<file path="config.mk">
export PLATFORM = sky130hd
export DESIGN_NAME = pcie_tl_tx_arbiter
export DESIGN_NICKNAME = d
export VERILOG_FILES = /design/src/rtl/pcie_tl_tx_arbiter.sv
export SDC_FILE = /design/constraint.sdc
export NUM_CORES = 1
export LEC_CHECK = 0
export ABC_AREA = 1
export CORE_AREA = 2 2 464 466
export DETAILED_ROUTE_END_ITERATION = 8
export DIE_AREA = 0 0 466 468
export SETUP_SLACK_MARGIN = 0.4
export SYNTH_ARGS = -nofsm -noshare
export SYNTH_HDL_FRONTEND = slang
export SYNTH_SLANG_ARGS = --single-unit
</file>
<file path="constraint.sdc">
create_clock -name clk -period 2.85 [get_ports clk]
set_input_delay 0.4275 -clock clk [delete_from_list [all_inputs] [get_ports clk]]
set_output_delay 0.4275 -clock clk [all_outputs]
set_load 0.02 [all_outputs]
</file>
<file path="src/rtl/pcie_tl_tx_arbiter.sv">
// REQ/CPL TLP transmit arbiter: packet-granular round robin (strict CPL priority under TX_ARB_CPL_PRIORITY_EN),
// header credits taken at grant, 1-cycle grant-to-first-beat, SEND is a combinational pass-through that stalls on tx_ready.
module pcie_tl_tx_arbiter #(
  parameter int DATA_WIDTH       = 256,
  parameter int HDR_WIDTH        = 128,
  parameter int CREDIT_WIDTH     = 8,
  parameter int REQ_INIT_CREDITS = 16,
  parameter int CPL_INIT_CREDITS = 16
) (
  input  logic                    clk,
  input  logic                    rst_n,
  input  logic                    req_valid,
  input  logic [HDR_WIDTH-1:0]    req_header,
  input  logic [DATA_WIDTH-1:0]   req_data,
  input  logic                    req_sop,
  input  logic                    req_eop,
  output logic                    req_ready,
  input  logic                    cpl_valid,
  input  logic [HDR_WIDTH-1:0]    cpl_header,
  input  logic [DATA_WIDTH-1:0]   cpl_data,
  input  logic                    cpl_sop,
  input  logic                    cpl_eop,
  output logic                    cpl_ready,
  output logic                    tx_valid,
  output logic [HDR_WIDTH-1:0]    tx_header,
  output logic [DATA_WIDTH-1:0]   tx_data,
  output logic                    tx_sop,
  output logic                    tx_eop,
  input  logic                    tx_ready,
  input  logic                    credit_ret_req,
  input  logic                    credit_ret_cpl,
  output logic [CREDIT_WIDTH-1:0] req_credits,
  output logic [CREDIT_WIDTH-1:0] cpl_credits,
  output logic                    busy
);

  typedef enum logic [1:0] {IDLE, SEND_REQ, SEND_CPL} state_t;

  localparam logic LG_REQ = 1'b0;
  localparam logic LG_CPL = 1'b1;
  localparam logic [CREDIT_WIDTH-1:0] CRED_MAX = '1;
  localparam logic [CREDIT_WIDTH-1:0] CRED_ONE = {{(CREDIT_WIDTH-1){1'b0}}, 1'b1};
  localparam logic [CREDIT_WIDTH-1:0] REQ_INIT = CREDIT_WIDTH'(REQ_INIT_CREDITS);
  localparam logic [CREDIT_WIDTH-1:0] CPL_INIT = CREDIT_WIDTH'(CPL_INIT_CREDITS);

  state_t                  state_q, state_d;
  logic                    last_grant_q, last_grant_d;
  logic [CREDIT_WIDTH-1:0] req_cred_q, req_cred_d;
  logic [CREDIT_WIDTH-1:0] cpl_cred_q, cpl_cred_d;
  logic                    req_elig, cpl_elig, grant_req, grant_cpl;

  // Consume and return in the same cycle cancel; returns beyond the counter range are dropped.
  function automatic logic [CREDIT_WIDTH-1:0] next_credit(
    input logic [CREDIT_WIDTH-1:0] cur,
    input logic                    consume,
    input logic                    ret
  );
    logic [CREDIT_WIDTH-1:0] nxt;
    nxt = cur;
    if (consume && !ret)
      nxt = cur - CRED_ONE;
    else if (!consume && ret && (cur != CRED_MAX))
      nxt = cur + CRED_ONE;
    return nxt;
  endfunction

  always_comb begin
    req_elig  = req_valid && req_sop && (req_cred_q != '0);
    cpl_elig  = cpl_valid && cpl_sop && (cpl_cred_q != '0);
    grant_req = 1'b0;
    grant_cpl = 1'b0;
    if (state_q == IDLE) begin
`ifdef TX_ARB_CPL_PRIORITY_EN
      grant_cpl = cpl_elig;
      grant_req = req_elig && !cpl_elig;
`else
      if (req_elig && cpl_elig) begin
        grant_req = (last_grant_q == LG_CPL);
        grant_cpl = (last_grant_q == LG_REQ);
      end else begin
        grant_req = req_elig;
        grant_cpl = cpl_elig;
      end
`endif
    end
  end

  always_comb begin
    state_d      = state_q;
    last_grant_d = last_grant_q;
    tx_valid     = 1'b0;
    tx_header    = '0;
    tx_data      = '0;
    tx_sop       = 1'b0;
    tx_eop       = 1'b0;
    req_ready    = 1'b0;
    cpl_ready    = 1'b0;
    busy         = 1'b0;
    case (state_q)
      IDLE: begin
        if (grant_req) begin
          state_d      = SEND_REQ;
          last_grant_d = LG_REQ;
        end else if (grant_cpl) begin
          state_d      = SEND_CPL;
          last_grant_d = LG_CPL;
        end
      end
      SEND_REQ: begin
        busy      = 1'b1;
        tx_valid  = req_valid;
        tx_header = req_header;
        tx_data   = req_data;
        tx_sop    = req_sop;
        tx_eop    = req_eop;
        req_ready = tx_ready;
        if (req_valid && tx_ready && req_eop)
          state_d = IDLE;
      end
      SEND_CPL: begin
        busy      = 1'b1;
        tx_valid  = cpl_valid;
        tx_header = cpl_header;
        tx_data   = cpl_data;
        tx_sop    = cpl_sop;
        tx_eop    = cpl_eop;
        cpl_ready = tx_ready;
        if (cpl_valid && tx_ready && cpl_eop)
          state_d = IDLE;
      end
      default: state_d = IDLE;
    endcase
    req_cred_d = next_credit(req_cred_q, grant_req, credit_ret_req);
    cpl_cred_d = next_credit(cpl_cred_q, grant_cpl, credit_ret_cpl);
  end

  always_ff @(posedge clk or negedge rst_n) begin
    if (!rst_n) begin
      state_q      <= IDLE;
      last_grant_q <= LG_CPL;
      req_cred_q   <= REQ_INIT;
      cpl_cred_q   <= CPL_INIT;
    end else begin
      state_q      <= state_d;
      last_grant_q <= last_grant_d;
      req_cred_q   <= req_cred_d;
      cpl_cred_q   <= cpl_cred_d;
    end
  end

  assign req_credits = req_cred_q;
  assign cpl_credits = cpl_cred_q;

endmodule

</file>
==> flow_summary.ini <==
[flow_run]
cap_violations = 0

[cells_and_area]
stdcell_area_um2 = 30500
fillers = 24183
area_growth_pct = 333
multiInputGateArea_um2 = 8960
fin_nets = 3626
fin_util_pct = 14.3
drive_gt1_share_pct = 40.6
seq_area_um2 = 482

[setup_path]
startpoint_type = flip-flop
crit_path_end_kind = output port
worst_ep_required_time_ns = 2.42
path_max_fanout = 13
reg2reg_depth = 18
crit_path_start = state_q[1]
critical_path_class = flip-flop to output port
critPathSlowestCell = dfrtp_1
cp.arrival_ns = 2.21
crit_chain = inv_2, buf_4, ha_4, inv_16, buf_16, buf_16, clkbuf_16, a21oi_4, buf_12
slowest_delay_ns = 0.37
cpMostUsedCell = buf_16
reg2reg_from = req_credits[4]

[synth]
synth_edf_count = 0
synthTopCellsByArea = nand2_1 44%, a21oi_1 28%, dfrtp_1 5.7%, clkbuf_1 3.7%, buf_2 3.0%
synthTopCellsByCount = 821 x nand2_1, 399 x a21oi_1, 69 x clkbuf_1
ys_seq_area_share_pct = 6.81
ys_seq_elements = 19
synth.top_cell.area_share_pct = 43.8
syn_area_per_cell_um2 = 4.69
syn_area_um2 = 7040
syn_nets = 2296
synthDistinctLibCells = 32
synth-main-ff-cell = dfrtp_1
synth.most_common_cell = nand2_1
yosysTopAreaCell = nand2_1
synth_cells = 1500
async_reset_ff_share_pct = 100
yosysWarnings = 0

[timing]
fin_crit_sh_pct = 92.5
final.setup.tns_ns = 0
final-setup-viol-count = 0
slew_headroom_pct = 35.4
fmax_ghz = 0.379
hold_viol = 0
tightest_slew_ns = 0.966
fin_skew_ns = 0.00813
drv_slew = 0
rsz0062_at_grt = yes
layout_min_cycle_time_ns = 2.64

[worst_hold_path]
hp-class = flip-flop to flip-flop
whs_path_depth = 2
hp-start = cpl_credits[3]

[drt]
drc = 0
vias = 19016
avgViaCountPerCell = 3.32
first_pass_iters = 5
routed_wl_um = 232000
first_iter_violations = 1400
wl_per_cell_um = 40.6
ant_nets = 0

[global_routing]
met2_usage_pct = 29.9
antenna_found_initial = 348
grt_max_degree = 63
busiest_layer = met2
grt_use_met1_pct = 19.7
grt_usage_pct = 19.4
met3_usage_pct = 15.0
grt_pass1_vias = 16523
overflow = 0
grt_pass1_wl_um = 255000

[clock_tree]
cts.sinks = 19
clkTransAtPathRegs_ns = 0.07
cts_made_buffers = 3
cts_buffer_depth = 2
clockRootBuffer = clkbuf_16
cts_tree = built
hold_buffers = 0
clk_latency_ns = 0.26
htreeDepth = 1

[power]
vdd_drop_max_v = 0.000777
p_per_area_nw_per_um2 = 970
power.leakage_nw = 10.9
pwr-share-clk_pct = 1.0
intPower_mw = 12.9
p_comb_share_pct = 96.9
netSwitchingFraction_pct = 56.5
p_seq_share_pct = 2.1
p_switching_mw = 16.7

[floorplanning]
dieHeight_um = 468
dieWidth_um = 466
core-area_um2 = 213000
start_util_pct = 3.30
num_io_pins = 1185
num_rows = 170
dieArea_um2 = 218000

[place]
gp_congestion = 1.08
placed_area_um2 = 23900
portBuffers = 1184
dp_hpwl_um = 204000

[run_status]
outcome = completed
## worst max-delay path: cells and delay by family, from the launching register on
family | cells | cell delay, ns
flip-flops | 1 | 0.37
buffers and inverters | 7 | 0.98
adder cells (fa/ha/maj) | 1 | 0.33
AO/OA/AOI/OAI | 1 | 0.18
## power by group through the flow
| stage | combinational, mW | sequential (mW) | clock [mW] |
|---|---|---|---|
| 6_report | 28.7 | 0.606 | 0.310 |
| 5_1_grt | 29.7 | 0.620 | 0.324 |
| 4_1_cts | 22.2 | 0.583 | 0.308 |
| 3_5_place_dp | 19.5 | 0.611 | 0 |
| 3_3_place_gp | 19.3 | 0.595 | 0 |
| 2_1_floorplan | 7.08 | 0.691 | 0 |
## layer usage
layer	part of all wire (%)	vias up
met2	43	1846
met3	18	769
met1	34	8621
li1	-	7578
met4	5.2	202
met5	0.63	-
## worst paths after layout
path                                   to  slack [ns]
min                        cpl_credits[3]        0.57
max                          tx_header[9]        0.21
max in group asynchronous  cpl_credits[0]        1.49
min in group asynchronous  req_credits[2]        0.70
min reg2reg                cpl_credits[3]        0.57
max reg2reg                req_credits[7]        0.25
## timing repair
item | CTS | global route
setup endpoints to repair | 321 | 380
cloned | 22 | 51
setup buffers | 37 | 96
pin swaps | 31 | 163
gates resized for setup | 659 | 912
## sequential cells by signal (all words and copies together), names as in the netlist
signal and flops:
last_grant_q 1, cpl_credits 8, state_q 2, req_credits 8
## metrics by stage
| step | power [mW] | cells | setup slack [ns] | hold WS [ns] |
|---|---|---|---|---|
| after floorplan | 7.77 | 1500 | 0.409 | 0.132 |
| after global placement | 19.9 | 5457 | -0.145 | 0.518 |
| after detailed placement | 20.1 | 5457 | -0.318 | 0.535 |
| after CTS | 23.1 | 5520 | 0.142 | 0.544 |
| after global routing | 30.7 | 5687 | 0.167 | 0.595 |
| final | 29.6 | 5721 | 0.213 | 0.568 |
## cells in the final DEF (no fill, tap or decap), types with 3 or more instances in the layout
master / netlist / final
dfrtp_1: 16 / 14
xor2_1: 5 / 4
buf_2: 42 / 28
a21oi_1: 399 / 153
nand2_2: 5 / 78
dlymetal6s2s_1: 0 / 12
inv_1: 29 / 19
nand3_1: 14 / 8
nor2_4: 1 / 4
nand3_2: 3 / 5
clkdlybuf4s50_1: 0 / 789
a21oi_2: 3 / 135
buf_8: 0 / 22
buf_6: 1 / 84
inv_2: 2 / 10
clkbuf_2: 0 / 24
diode_2: 0 / 54
buf_12: 1 / 192
o21ai_2: 4 / 6
nand2_4: 3 / 95
nand2_1: 821 / 648
nand3_4: 1 / 5
nor2_1: 21 / 16
o21ai_0: 5 / 3
ha_4: 0 / 14
clkbuf_16: 0 / 43
dfstp_2: 3 / 3
xnor2_1: 4 / 4
nand4_1: 6 / 6
a21oi_4: 0 / 114
nand2_8: 0 / 8
buf_4: 0 / 227
buf_16: 0 / 32
bufbuf_16: 0 / 3
## final cells by class
cell class	count	share of cell area, %
Sequential cell	19	1.58
Clock inverter	1	0.0164
Inverter	31	0.460
Tap cell	2838	11.6
Multi-Input combinational cell	1320	29.4
Antenna cell	54	0.443
Timing Repair Buffer	1455	56.2
Clock buffer	3	0.246
## logic make-up (layout without fill, tap and decap cells)
group / after synthesis / after routing / share of synthesized area (%)
compound gates: 413 / 413 / 29.8
fa+ha+maj: 17 / 17 / 3.23
flops: 19 / 19 / 6.81
other cells: 0 / 54 / 0
xor+xnor: 9 / 9 / 1.12
buf+inv: 161 / 1490 / 9.67
simple gates: 881 / 881 / 49.4
No activity file was read; power rests on OpenSTA's default activity.
